[src/rtl/vga_sprite_render_pkg.sv]
// Shared VGA 640x480 timing constants, colour type and position-latch state
// encoding for the sprite renderer slice.
package vga_sprite_render_pkg;

    localparam int H_VISIBLE = 640;
    localparam int V_VISIBLE = 480;
    localparam int H_TOTAL   = 800;
    localparam int V_TOTAL   = 525;
    localparam int RGB_W     = 12;

    typedef logic [RGB_W-1:0] rgb_t;

    typedef enum logic {
        POS_IDLE,
        POS_PENDING
    } pos_state_t;

    function automatic logic [9:0] clamp_pos(input logic [9:0] v, input logic [9:0] lim);
        return (v > lim) ? lim : v;
    endfunction

endpackage

[src/rtl/vga_pos_latch.sv]
// Position request handshake: one clamped request is held in shadow registers
// and moved to the active position only at the frame latch event.
module vga_pos_latch
    import vga_sprite_render_pkg::*;
#(
    parameter int unsigned SPR_W  = 32,
    parameter int unsigned SPR_H  = 32,
    parameter int unsigned INIT_X = 304,
    parameter int unsigned INIT_Y = 224
) (
    input  logic       clk,
    input  logic       reset,
    input  logic [9:0] pos_x,
    input  logic [9:0] pos_y,
    input  logic       pos_valid,
    output logic       pos_ready,
    input  logic       latch,
    output logic [9:0] act_x,
    output logic [9:0] act_y
);

    localparam logic [9:0] X_MAX = 10'(H_VISIBLE - int'(SPR_W));
    localparam logic [9:0] Y_MAX = 10'(V_VISIBLE - int'(SPR_H));

    pos_state_t state_q, state_d;
    logic       accept;
    logic       apply;
    logic [9:0] shadow_x, shadow_y;

    always_ff @(posedge clk or negedge reset) begin
        if (!reset) state_q <= POS_IDLE;
        else        state_q <= state_d;
    end

    // A request accepted on the latch cycle itself starts a new pending period.
    always_comb begin
        state_d = state_q;
        case (state_q)
            POS_IDLE:    if (accept) state_d = POS_PENDING;
            POS_PENDING: if (latch)  state_d = POS_IDLE;
            default:     state_d = POS_IDLE;
        endcase
    end

    always_comb begin
        pos_ready = (state_q == POS_IDLE);
        accept    = pos_valid && (state_q == POS_IDLE);
        apply     = latch && (state_q == POS_PENDING);
    end

    always_ff @(posedge clk or negedge reset) begin
        if (!reset) begin
            shadow_x <= 10'(INIT_X);
            shadow_y <= 10'(INIT_Y);
            act_x    <= 10'(INIT_X);
            act_y    <= 10'(INIT_Y);
        end else begin
            if (accept) begin
                shadow_x <= clamp_pos(pos_x, X_MAX);
                shadow_y <= clamp_pos(pos_y, Y_MAX);
            end
            if (apply) begin
                act_x <= shadow_x;
                act_y <= shadow_y;
            end
        end
    end

endmodule

[src/rtl/vga_sprite_render.sv]
// Overlays one ROM-backed sprite on a flat background; two-stage pixel
// pipeline with syncs realigned to the registered RGB.
module vga_sprite_render
    import vga_sprite_render_pkg::*;
#(
    parameter int unsigned SPR_W     = 32,
    parameter int unsigned SPR_H     = 32,
    parameter logic [11:0] BG_COLOR  = 12'h024,
    parameter logic [11:0] KEY_COLOR = 12'hF0F,
    parameter int unsigned INIT_X    = 304,
    parameter int unsigned INIT_Y    = 224
) (
    input  logic                               clk,
    input  logic                               reset,
    input  logic [9:0]                         hcnt,
    input  logic [9:0]                         vcnt,
    input  logic                               video_on,
    input  logic                               hsync_in,
    input  logic                               vsync_in,
    input  logic [9:0]                         pos_x,
    input  logic [9:0]                         pos_y,
    input  logic                               pos_valid,
    output logic                               pos_ready,
    output logic [$clog2(SPR_W*SPR_H)-1:0]     rom_addr,
    input  logic [11:0]                        rom_data,
    output logic [3:0]                         vga_r,
    output logic [3:0]                         vga_g,
    output logic [3:0]                         vga_b,
    output logic                               hsync_out,
    output logic                               vsync_out,
    output logic                               frame_tick,
    output logic [7:0]                         frame_cnt
);

    localparam int XW = $clog2(SPR_W);
    localparam int YW = $clog2(SPR_H);

    logic [9:0]  act_x, act_y;
    logic [10:0] dx, dy;
    logic        hit, latch;
    logic        hit_q, von_q;
    rgb_t        rgb_d, rgb_q;

    assign latch = (vcnt == 10'(V_VISIBLE)) && (hcnt == '0);

    vga_pos_latch #(
        .SPR_W  (SPR_W),
        .SPR_H  (SPR_H),
        .INIT_X (INIT_X),
        .INIT_Y (INIT_Y)
    ) u_pos_latch (
        .clk       (clk),
        .reset     (reset),
        .pos_x     (pos_x),
        .pos_y     (pos_y),
        .pos_valid (pos_valid),
        .pos_ready (pos_ready),
        .latch     (latch),
        .act_x     (act_x),
        .act_y     (act_y)
    );

    // 11-bit offsets so act+SPR_W never wraps back into column/line 0.
    always_comb begin
        dx  = {1'b0, hcnt} - {1'b0, act_x};
        dy  = {1'b0, vcnt} - {1'b0, act_y};
        hit = (hcnt >= act_x) && (dx < 11'(SPR_W)) &&
              (vcnt >= act_y) && (dy < 11'(SPR_H));
        rom_addr = hit ? {dy[YW-1:0], dx[XW-1:0]} : '0;
    end

    always_comb begin
        if (!von_q)                             rgb_d = '0;
        else if (hit_q && rom_data != KEY_COLOR) rgb_d = rom_data;
        else                                    rgb_d = BG_COLOR;
    end

    always_ff @(posedge clk or negedge reset) begin
        if (!reset) begin
            hit_q      <= 1'b0;
            von_q      <= 1'b0;
            rgb_q      <= '0;
            hsync_out  <= 1'b1;
            vsync_out  <= 1'b1;
            frame_tick <= 1'b0;
            frame_cnt  <= '0;
        end else begin
            hit_q      <= hit;
            von_q      <= video_on;
            rgb_q      <= rgb_d;
            hsync_out  <= hsync_in;
            vsync_out  <= vsync_in;
            frame_tick <= latch;
            if (latch) frame_cnt <= frame_cnt + 8'd1;
        end
    end

    assign vga_r = rgb_q[11:8];
    assign vga_g = rgb_q[7:4];
    assign vga_b = rgb_q[3:0];

endmodule

[config.mk]
export PLATFORM = sky130hd
export DESIGN_NAME = vga_sprite_render
export DESIGN_NICKNAME = d
export VERILOG_FILES = /design/src/rtl/vga_sprite_render_pkg.sv /design/src/rtl/vga_pos_latch.sv /design/src/rtl/vga_sprite_render.sv
export SDC_FILE = /design/constraint.sdc
export NUM_CORES = 1
export LEC_CHECK = 0
export CORE_MARGIN = 8
export CORE_UTILIZATION = 45
export DETAILED_ROUTE_END_ITERATION = 10
export GPL_TIMING_DRIVEN = 0
export PLACE_DENSITY = 0.71
export SKIP_CTS_REPAIR_TIMING = 1
export SLEW_MARGIN = 30
export SYNTH_ARGS = -nofsm -noshare
export SYNTH_HDL_FRONTEND = slang
export SYNTH_SLANG_ARGS = --single-unit
export TNS_END_PERCENT = 100
[constraint.sdc]
create_clock -name clk -period 5.15 [get_ports clk]
set_input_delay 0.7725 -clock clk [delete_from_list [all_inputs] [get_ports clk]]
set_output_delay 0.7725 -clock clk [all_outputs]
set_load 0.01 [all_outputs]
; ---- Word-level counts from Yosys, hierarchy flattened
; Cells that the tools add are included.
[word_totals]
regBits = 66
latchBits = 0
ramBits = 0
rom_bits = 0
inputBits = 58
output_inout_bits = 34
n_memories = 0
[op_classes]
add_sub_neg = 3
multipliers = 0
div_mod_pow = 0
order_cmp = 6
n_eq_ne = 2
n_shift = 0
muxes = 8
bitwise_logic = 1
n_reduce_logical = 8
[op_table]
columns = cell, count
row1 = $mux 10, 3
row2 = $mux 12, 2
row3 = $lt 11x6->1 const B, 2
row4 = $sub 10x10->11, 2
row5 = $ge 10x10->1, 2
row6 = $ne 12x12->1 const B, 1
row7 = $eq 10x9->1 const B, 1
row8 = $gt 10x10->1 const B, 1
row9 = $gt 10x9->1 const B, 1
row10 = $logic_not 10->1, 1
row11 = $add 8x1->8 const B, 1
row12 = $logic_and 1x1->1, 7
row13 = $mux 1, 2
row14 = $pmux 1 s2, 1
row15 = $not 1->1, 1

; ---- Depth between registers and ports, before layout
[depth]
ltp_word = 6
depth_mapped = 11

; ---- Modules after synthesis
; A second synthesis with hierarchy kept.
[hier_totals]
hier_cells = 339
hier_area_um2 = 3658.5
[by_module_without_submodules]
columns = module, n_inst, cells_each, area_per_inst_um2, seq_area_each_um2
row1 = vga_sprite_render, 1, 216, 2043.2, 628.1
row2 = vga_pos_latch, 1, 123, 1615.3, 1041.0

; ---- Worst setup path before layout
; Ideal clock, no wire load.
[synth_path]
kind = input to output
start = in hcnt[0]
end = out rom_addr[2]
arrival_time_ps = 2874
required_ps = 4378
setup_slack_ps = 1503
path_stages = 11
path_buffers = 1
cell_sequence = inv_1 ha_1 inv_1 fa_1 a21o_1 a21oi_1 o21a_1 o2111a_1 clkbuf_1 nand3_1 nor4_1
[synth_between]
elab_chain_cells = 6
[synth_rtl]
columns = item, line
row1 = from (decl), vga_sprite_render.sv:15  ; input logic [9:0] hcnt,
row2 = $sub 10x10->11, vga_sprite_render.sv:65  ; dx = {1'b0, hcnt} - {1'b0, act_x};
row3 = $lt 11x6->1, vga_sprite_render.sv:67  ; hit = (hcnt >= act_x) && (dx < 11'(SPR_W)) &&
row4 = $logic_and 1x1->1 (2 in series), vga_sprite_render.sv:67
row5 = $logic_and 1x1->1, vga_sprite_render.sv:68  ; (vcnt >= act_y) && (dy < 11'(SPR_H));
row6 = $mux 10 (*), vga_sprite_render.sv:69  ; rom_addr = hit ? {dy[YW-1:0], dx[XW-1:0]} : '0;
row7 = to (decl), vga_sprite_render.sv:24  ; output logic [$clog2(SPR_W*SPR_H)-1:0] rom_addr,
; Every way passes the cells marked *; elsewhere a longest branch is shown, timed or not.

; ---- Final worst setup path
[layout_path]
start = in hcnt[0]
end = out rom_addr[5]
[layout_between]
elab_chain_cells = 6
[layout_rtl]
columns = item, line
row1 = $sub 10x10->11, vga_sprite_render.sv:65
row2 = $lt 11x6->1, vga_sprite_render.sv:67
row3 = $logic_and 1x1->1 (*) (2 in series), vga_sprite_render.sv:67
row4 = $logic_and 1x1->1 (*), vga_sprite_render.sv:68
row5 = $mux 10 (*), vga_sprite_render.sv:69
; Marks and branches as above.

==> summary.md <==
| Metric | Value |
|---|---|
| Antenna Violating Nets Remaining | `0` |
| Initial antenna violation count | `0` |
| Core area | `7770 um^2` |
| Vias in the first global route | `3,173` |
| Crit end category | `output port` |
| Leakage | `2.17 nW` |
| Die footprint | `11,200 um^2` |
| Final Setup Violations | `0` |
| Cell family with most CP delay | `buffers and inverters` |
| # port buffers | `91` |
| Flop2flop setup slack | `2.32 ns` |
| Fin. Hold Viols | `0` |
| First drt pass iteration count | `4` |
| Root Buffer | `clkbuf_8` |
| Crit-path max FO | `10` |
| CP cell instances | `clkdlybuf4s50_1 -> inv_1 -> ha_1 -> inv_1 -> fa_1 -> a21o_1 -> a21oi_1 -> o21a_1 -> o2111a_1 -> clkbuf_1 -> nand3b_1 -> nor4_1 -> clkdlybuf4s50_1` |
| CTS sink cnt | `66` |
| Peak VDD IR | `146 uV` |
| Distinct cell type count after synthesis | `51` |
| Period minus WS final | `4.89 ns` |
| Post-detail-place hpwl | `7450 um` |
| Via count | `3,068` |
| Reg clk slew, reported paths | `0.07 ns` |
| Critical path launch point type | `input pin` |
| Final period util | `94.9%` |
| Post-synth EDFFs | `0` |
| Nets | `560` |
| Reg-to-Reg End | `hit_q` |
| # DRC | `0` |
| Final setup TNS | `0 ns` |
| Total CTS buffers | `9` |
| FMAX | `205 MHz` |
| Via-to-Cell Ratio | `5.24` |
| Max incr delay on CP | `0.62 ns` |
| FF+latch count, synth | `66` |
| Worst-Margin Slew | `0.651 ns` |
| Max Cap Viol | `0` |
| WP data arrival | `4.12 ns` |
| Clock skew | `0.00820 ns` |
| Area growth from synthesis to layout | `34.7%` |
| CTS tree | `yes` |
| Status | `complete, no violations` |
| CP max-delay cell | `clkdlybuf4s50_1` |
| Starting DRT DRC Count | `106` |
| Rows | `32` |
| Mapped Cells | `376` |
| Slew Viols, Final | `0` |
| Syn Area/Cell | `9.62 um^2` |
| Width of the die | `106 um` |
| Routed WL per cell | `15.4 um` |
| WL final | `9050 um` |
| CP Class | `in -> out` |
| First-pass GRT wire length | `15,300 um` |
| Synthesized cell area | `3620 um^2` |
| CP bufs+invs | `5` |
| CP Data Required Time | `4.38 ns` |
| YS warnings | `0` |
| Top FF cell, synth | `dfrtp_1` |
| PD cells | `223 nW/um^2` |
| Reg2reg start | `u_pos_latch.act_x[4]` |
| H-tree depth | `3` |
| Clock Tree Buf Depth | `2` |
| R2R cell count | `8` |
| Initial core utilization | `46.6%` |
| Final hold slack | `0.289 ns` |
| N_diodes | `0` |
| Die height | `106 um` |
| Layout cells sized above 1 | `8.88%` |
| Async SR Flop Fraction | `100%` |
| Synth Net Count | `457` |
| Slew Limit Headroom | `56.3%` |
| Ports | `92` |
| Seq/Total Area, Yosys | `46.1%` |
| Worst hold-check path type | `in -> async` |
| Largest net degree at the start of global routing | `54` |
| Total Routing Usage GR | `16.7%` |
| Placer Congestion | `0.933` |
| Clk Latency, worst-skew pair | `0.33 ns` |
| RSZ-0062 raised after global routing | `no` |
| Grt total ovfl | `0` |
power by group:
part	internal [mW]	switching [mW]
registers	0.536	0.00749
clock network	0.222	0.192
logic	0.0707	0.0562
registers in the layout, indices dropped and copies added (netlist names):
signal / flops
rgb_q: 12
u_pos_latch.act_x: 10
u_pos_latch.act_y: 10
u_pos_latch.shadow_x: 10
u_pos_latch.shadow_y: 10
frame_cnt: 8
frame_tick: 1
hit_q: 1
hsync_out: 1
u_pos_latch.state_q: 1
von_q: 1
vsync_out: 1
synthesized netlist by cell type, types with 2 or more instances:
| cell | number | area [um^2] |
|---|---|---|
| a21o_1 | 2 | 15.0 |
| o21ai_0 | 30 | 150 |
| ha_1 | 21 | 263 |
| a211oi_1 | 2 | 15.0 |
| o31ai_1 | 3 | 22.5 |
| mux2_1 | 2 | 22.5 |
| a21oi_1 | 21 | 105 |
| nand4_1 | 5 | 31.3 |
| nor4_1 | 14 | 87.6 |
| and3_1 | 3 | 18.8 |
| nor2b_1 | 6 | 37.5 |
| and2_1 | 10 | 62.6 |
| a22o_1 | 11 | 96.3 |
| fa_1 | 2 | 40.0 |
| xor2_1 | 6 | 52.6 |
| a31oi_1 | 3 | 18.8 |
| nand3_1 | 10 | 50.1 |
| nand2b_1 | 9 | 56.3 |
| o21ai_2 | 3 | 26.3 |
| nand3b_1 | 3 | 22.5 |
| clkbuf_1 | 7 | 26.3 |
| xnor2_1 | 7 | 61.3 |
| nand4b_1 | 3 | 26.3 |
| mux2i_1 | 3 | 30.0 |
| inv_1 | 31 | 116 |
| o22ai_1 | 3 | 18.8 |
| nand2_1 | 37 | 139 |
| nor2_1 | 24 | 90.1 |
| dfrtp_1 | 52 | 1300 |
| dfstp_2 | 14 | 368 |
| nor3_1 | 6 | 30.0 |
| o21a_1 | 3 | 22.5 |
| clkbuf_2 | 2 | 10.0 |
stage by stage:
| step | power, mW | util, % | area, um^2 | worst slack, ns | std cells |
|---|---|---|---|---|---|
| 6_report | 1.08 | 62.8 | 4870 | 0.262 | 586 |
| 4_1_cts | 1.10 | 62.8 | 4870 | 0.218 | 586 |
| 2_1_floorplan | 0.601 | - | 3620 | 1.50 | 376 |
| 3_3_place_gp | 0.676 | 60.0 | 4660 | 0.265 | 569 |
| 3_5_place_dp | 0.680 | 60.3 | 4680 | 0.244 | 570 |
| 5_1_grt | 1.14 | 62.8 | 4870 | 0.0719 | 586 |
layout by cell type (no fill, tap or decap), types with 11 or more instances in the layout:
master / n
a21oi_1: 21
a22o_1: 11
clkdlybuf4s50_1: 90
dfrtp_1: 52
dfstp_2: 14
ha_1: 21
inv_1: 31
nand2_1: 37
nor2_1: 24
nor4_1: 14
o21ai_0: 30
how the worst max path moves through the flow:
stage                       start           to  slack [ns]  cells after the start
final                     hcnt[0]  rom_addr[5]        0.26                     13
after global routing      hcnt[0]  rom_addr[1]        0.07                     13
after floorplan           hcnt[0]  rom_addr[2]        1.50                     11
after CTS                 hcnt[0]  rom_addr[5]        0.22                     13
after detailed placement  hcnt[0]  rom_addr[6]        0.24                     13
after global placement    hcnt[0]  rom_addr[7]        0.27                     13
logic make-up after synthesis:
group           after synthesis  synth area share, %
buf+inv                      42                 4.94
compound gates               87                 15.1
xor+xnor                     13                 3.15
fa+ha+maj                    23                 8.37
simple gates                139                 20.6
mux                           6                 1.76
flops                        66                 46.1
area by class of cell:
cell class / count / area, um^2
Fill cell: 676 / 2890
Clock buffer: 9 / 124
Buffer: 11 / 62.6
Multi-Input combinational cell: 268 / 1770
Inverter: 31 / 116
Sequential cell: 66 / 1670
Tap cell: 102 / 128
Timing Repair Buffer: 92 / 936
Clock inverter: 7 / 68.8
routing by layer:
metal / wire, um / track usage [%]
met4: 106 / 5.43
met5: 0 / 0
met3: 390 / 3.78
met2: 4280 / 27.1
met1: 4270 / 21.7
(Power assumes the default switching activity.)
